File: src/rtl/uart_tx_scheduler_pkg.sv
// Shared constants for the UART transmit scheduler: baud codes and FSM encodings.
// The baud generator understands only these four codes.
package uart_tx_scheduler_pkg;

  localparam logic [1:0] BAUD24  = 2'b00;
  localparam logic [1:0] BAUD48  = 2'b01;
  localparam logic [1:0] BAUD96  = 2'b10;
  localparam logic [1:0] BAUD192 = 2'b11;

  localparam logic [1:0] SCH_IDLE   = 2'd0;
  localparam logic [1:0] SCH_CFG    = 2'd1;
  localparam logic [1:0] SCH_LAUNCH = 2'd2;
  localparam logic [1:0] SCH_WAIT   = 2'd3;

  typedef logic [1:0] baud_t;

endpackage

File: src/rtl/uart_rr_arbiter.sv
// Combinational round-robin picker: first set request at or after ptr, wrapping.
module uart_rr_arbiter #(
  parameter  int NUM_REQ = 4,
  localparam int IDX_W   = $clog2(NUM_REQ)
) (
  input  logic [NUM_REQ-1:0] req,
  input  logic [IDX_W-1:0]   ptr,
  output logic [NUM_REQ-1:0] gnt,
  output logic [IDX_W-1:0]   gnt_idx,
  output logic               gnt_vld
);

  // Scan from the farthest offset back to ptr so the nearest hit wins.
  always_comb begin : pick
    int j;
    j       = 0;
    gnt_idx = '0;
    gnt_vld = 1'b0;
    for (int i = NUM_REQ - 1; i >= 0; i--) begin
      j = int'(ptr) + i;
      if (j >= NUM_REQ) j = j - NUM_REQ;
      if (req[j[IDX_W-1:0]]) begin
        gnt_idx = j[IDX_W-1:0];
        gnt_vld = 1'b1;
      end
    end
  end

  always_comb begin
    gnt = '0;
    if (gnt_vld) gnt[gnt_idx] = 1'b1;
  end

endmodule

File: src/rtl/uart_tx_scheduler.sv
// Time-shares one baud generator + UART transmitter among NUM_REQ requesters,
// reprogramming the baud rate (with a settle delay) when the winner needs another rate.
module uart_tx_scheduler
  import uart_tx_scheduler_pkg::*;
#(
  parameter int    NUM_REQ      = 4,
  parameter int    DATA_W       = 8,
  parameter int    SETTLE_CYC   = 16,
  parameter baud_t DEFAULT_BAUD = BAUD96,
  localparam int   IDX_W        = $clog2(NUM_REQ)
) (
  input  logic                      clock,
  input  logic                      reset,
  input  logic [NUM_REQ-1:0]        req_valid,
  input  logic [NUM_REQ*DATA_W-1:0] req_data,
  input  logic [NUM_REQ*2-1:0]      req_baud,
  output logic [NUM_REQ-1:0]        req_ack,
  output logic [1:0]                baud_rate,
  output logic                      baud_restart,
  output logic [DATA_W-1:0]         tx_data,
  output logic                      tx_send,
  input  logic                      tx_done,
  output logic                      sched_busy,
  output logic [IDX_W-1:0]          grant_id
);

  localparam int CNT_W = $clog2(SETTLE_CYC + 1);
  localparam logic [CNT_W-1:0] CNT_LAST = CNT_W'(SETTLE_CYC - 1);
  localparam logic [CNT_W-1:0] CNT_SAT  = CNT_W'(SETTLE_CYC);

  logic [1:0]        state_q, state_d;
  logic [IDX_W-1:0]  ptr_q, ptr_d;
  logic [IDX_W-1:0]  gid_q, gid_d;
  logic [DATA_W-1:0] data_q, data_d;
  baud_t             hbaud_q, hbaud_d;
  baud_t             baud_q, baud_d;
  logic [CNT_W-1:0]  cnt_q, cnt_d;

  logic [NUM_REQ-1:0] gnt;
  logic [IDX_W-1:0]   gnt_idx;
  logic               gnt_vld;
  baud_t              win_baud;

  uart_rr_arbiter #(.NUM_REQ(NUM_REQ)) u_arb (
    .req     (req_valid),
    .ptr     (ptr_q),
    .gnt     (gnt),
    .gnt_idx (gnt_idx),
    .gnt_vld (gnt_vld)
  );

  assign win_baud = req_baud[int'(gnt_idx)*2 +: 2];

  always_comb begin
    state_d = state_q;
    ptr_d   = ptr_q;
    gid_d   = gid_q;
    data_d  = data_q;
    hbaud_d = hbaud_q;
    baud_d  = baud_q;
    cnt_d   = cnt_q;
    case (state_q)
      SCH_IDLE: begin
        cnt_d = '0;
        if (gnt_vld) begin
          data_d  = req_data[int'(gnt_idx)*DATA_W +: DATA_W];
          hbaud_d = win_baud;
          gid_d   = gnt_idx;
          ptr_d   = (int'(gnt_idx) == NUM_REQ - 1) ? '0 : gnt_idx + 1'b1;
          state_d = (win_baud != baud_q) ? SCH_CFG : SCH_LAUNCH;
        end
      end
      SCH_CFG: begin
        if (cnt_q == '0) baud_d = hbaud_q;
        if (cnt_q < CNT_SAT) cnt_d = cnt_q + 1'b1;
        if (cnt_q >= CNT_LAST) state_d = SCH_LAUNCH;
      end
      SCH_LAUNCH: state_d = SCH_WAIT;
      SCH_WAIT:   if (tx_done) state_d = SCH_IDLE;
      default:    state_d = SCH_IDLE;
    endcase
  end

  always_ff @(posedge clock) begin
    if (reset) begin
      state_q <= SCH_IDLE;
      ptr_q   <= '0;
      gid_q   <= '0;
      data_q  <= '0;
      hbaud_q <= DEFAULT_BAUD;
      baud_q  <= DEFAULT_BAUD;
      cnt_q   <= '0;
    end else begin
      state_q <= state_d;
      ptr_q   <= ptr_d;
      gid_q   <= gid_d;
      data_q  <= data_d;
      hbaud_q <= hbaud_d;
      baud_q  <= baud_d;
      cnt_q   <= cnt_d;
    end
  end

  // Pulses are gated by reset so an aborting cycle never acks or launches.
  assign req_ack      = (state_q == SCH_IDLE && !reset) ? gnt : '0;
  assign baud_restart = (state_q == SCH_CFG) && (cnt_q == '0) && !reset;
  assign tx_send      = (state_q == SCH_LAUNCH) && !reset;
  assign tx_data      = data_q;
  assign baud_rate    = baud_q;
  assign sched_busy   = (state_q != SCH_IDLE);
  assign grant_id     = gid_q;

endmodule

File: config.mk
export PLATFORM = sky130hd
export DESIGN_NAME = uart_tx_scheduler
export DESIGN_NICKNAME = d
export VERILOG_FILES = /design/src/rtl/uart_tx_scheduler_pkg.sv /design/src/rtl/uart_rr_arbiter.sv /design/src/rtl/uart_tx_scheduler.sv
export SDC_FILE = /design/constraint.sdc
export NUM_CORES = 1
export LEC_CHECK = 0
export CORE_UTILIZATION = 30
export DETAILED_ROUTE_END_ITERATION = 16
export GPL_TIMING_DRIVEN = 0
export PLACE_DENSITY_LB_ADDON = 0.1
export SYNTH_ARGS = -nofsm -noshare
export SYNTH_HDL_FRONTEND = slang
export SYNTH_SLANG_ARGS = --single-unit
File: constraint.sdc
create_clock -name clock -period 4.3 [get_ports clock]
set_input_delay 0.86 -clock clock [delete_from_list [all_inputs] [get_ports clock]]
set_output_delay 0.86 -clock clock [all_outputs]
set_load 0.05 [all_outputs]
==> impl_metrics.toml <==
[sta]
fin_skew_ps = 1.45
drv_slew = 0
fin_crit_sh_pct = 96.4
setup_viol_count_final = 0
min_period_ps = 4140
max_freq_ghz = 0.241
slew_headroom_pct = 51.2
hold_violations = 0
worstMarginPinSlew_ps = 722
setup_ws_ps = 156
rsz0062_at_grt = "false"

[power]
p_leak_nw = 0.959
powerDensity_mw_per_mm2 = 585
power_mw = 1.38
vdd_ir_drop_max_v = 0.000191

[logic_synthesis]
synth_area_leaders = "dfxtp_1 (29%), nand2_1 (12%), nand3_1 (11%), ha_1 (8.7%), a21oi_1 (5.4%)"
synthArstFlopShare_pct = 0
yosysWarnings = 0
ys_types = 43
synth-edff-count = 0
synth.top_cell.area_share_pct = 29.0
syn_area_per_cell_um2 = 7.16
syn_nets = 280
post_synth_most_frequent_cells = "nand2_1 (51), nand3_1 (35), dfxtp_1 (23)"
ys_ff_latch = 23
netlist_instances = 222
post-synth-top-count-cell = "nand2_1"
ys_seq_area_share_pct = 29.0
synth_top_area_cell = "dfxtp_1"
synth.cell_area_mm2 = 0.00159
synth_ff_type = "dfxtp_1"

[cts]
cts-root-buf = "clkbuf_8"
cts_sinks = 23
cts.path.max_buffers = 2
clk-insertion-delay-late_ps = 270
cts_inserted_buffers = 3
cts_hold_buf = 0
h-tree-depth = 1
cts_setup_buffers = 0
path_clk_slew_ps = 90
cts_tree = "done"

[setup_path]
startpoint_type = "input port"
crit_fanout = 11
cp_cell_sequence = "clkdlybuf4s50_1 -> nor2b_2 -> nor2b_1 -> or2_1 -> buf_2 -> inv_4 -> buf_2 -> ha_1 -> and3_1 -> clkdlybuf4s15_1"
max_stage_delay_ps = 510
end_kind = "primary output"
cpMostUsedCell = "buf_2"
crit_slowest_cell = "clkdlybuf4s15_1"
crit_type = "input port to primary output"
cp.arrival_ps = 3280
required_ps = 3440

[placed_design]
hpwl_um = 3480
port_buffers = 65
place_congestion = 0.751
pre_cts_ws_ps = -228

[grt]
grt_usage_pct = 17.7
grt_overflow = 0
grt_pass1_vias = 1647
grt_max_degree = 14
grt_pass1_wl_um = 7650
antenna_found_initial = 0

[drt]
via_per_inst = 4.80
drc = 0
dr.pass1.iters = 4
wl_per_cell_um = 12.5
ant_nets = 0
drtIter0Drc = 47
num_vias = 1734
drt-total-wl_um = 4520

[min_path]
min_path_type = "flip-flop to flip-flop"

[finish]
diodes = 0
finalNetCount = 350
layout-drive-gt1-share_pct = 7.90
fillers = 549
syn_to_final_growth_pct = 48.6

[die]
start_util_pct = 31.1
core_mm2 = 0.00511
die_h_um = 74.8
row_count = 26
die-area_mm2 = 0.00560
boundaryPins = 66
die_w_um = 74.8

[outcome]
outcome = "finished clean"

[run]
cap_viol_max_count = 0
[power breakdown]
group / internal (mW) / leakage, nW / switching, mW
Combinational: 0.329 / 0.745 / 0.578
Clock: 0.0648 / 0.0255 / 0.0764
Sequential: 0.284 / 0.189 / 0.0501
Total: 0.678 / 0.959 / 0.704
[stage by stage]
| stage | instances | util [%] | TNS, ps | instance area (um2) | hold WS, ps |
|---|---|---|---|---|---|
| after floorplan | 222 | - | 0 | 1590 | 432 |
| after global placement | 357 | 45.6 | -635 | 2330 | 442 |
| after detailed placement | 357 | 45.6 | -623 | 2330 | 447 |
| after CTS | 361 | 46.4 | 0 | 2370 | 460 |
| after global routing | 361 | 46.3 | 0 | 2360 | 482 |
| final | 361 | 46.3 | 0 | 2360 | 460 |
[cell families (layout without fill, tap and decap cells)]
| kind of cell | Yosys count | count (layout) | share of synthesized area (%) |
|---|---|---|---|
| DFF | 23 | 23 | 29.0 |
| buffers and inverters | 23 | 92 | 6.53 |
| and+or+nand+nor | 120 | 120 | 35.2 |
| AOI/OAI and AO/OA | 42 | 42 | 18.7 |
| muxes | 3 | 3 | 1.89 |
| adders and majority gates | 11 | 11 | 8.65 |
[layer usage]
layer,wire [um],GRT usage [%]
met1,2130,22.8
met5,0,0
met2,2090,29.9
met3,281,5.49
met4,20,2.10
[layout by cell type, fill, tap and decap left out, types with 4 or more instances in the layout]
| cell type | instances |
|---|---|
| clkdlybuf4s50_1 | 61 |
| nand2_1 | 51 |
| nand3_1 | 35 |
| dfxtp_1 | 23 |
| a21oi_1 | 17 |
| inv_1 | 11 |
| ha_1 | 11 |
| nor2_1 | 10 |
| and3_1 | 6 |
| clkbuf_1 | 5 |
| o21ai_0 | 5 |
| nor2b_1 | 4 |
[registers in the layout, indices dropped and copies added, names as in the netlist]
register / cells
tx_data: 8
cnt_q: 5
baud_rate: 2
grant_id: 2
hbaud_q: 2
ptr_q: 2
state_q: 2
[worst paths after layout]
path / endpoint / slack [ps] / cells past startpoint / start
hold / removal: tx_data[2]$_SDFFE_PP0P_ / 460 / 2 / tx_data[2]$_SDFFE_PP0P_
setup / recovery: req_ack[1] / 160 / 10 / req_valid[2]
setup reg to reg: tx_data[7]$_SDFFE_PP0P_ / 2050 / 8 / state_q[1]$_SDFFE_PP0P_
hold reg to reg: tx_data[2]$_SDFFE_PP0P_ / 460 / 2 / tx_data[2]$_SDFFE_PP0P_
[worst max-delay path: cells and delay by family]
family	cells	cell delay (ps)
buf+inv	5	1490
simple gates	4	720
fa+ha+maj	1	190
[area by class of cell]
class / count / area (um2) / area share [%]
clock buffers: 3 / 41.3 / 1.75
flip-flops and latches: 23 / 460 / 19.5
inverters: 13 / 51.3 / 2.17
clock inverters: 1 / 5.00 / 0.212
plain buffers: 10 / 52.6 / 2.22
well taps: 70 / 87.6 / 3.71
repair buffers: 65 / 639 / 27.1
multi-input cells: 176 / 1030 / 43.4
[repair_timing]
| item | CTS | global route |
|---|---|---|
| resized for setup | 4 | 5 |
| setup endpoints to repair | 4 | 3 |
| hold endpoints to repair | 0 | 0 |
Note: power is estimated with default switching activity, not from simulation.
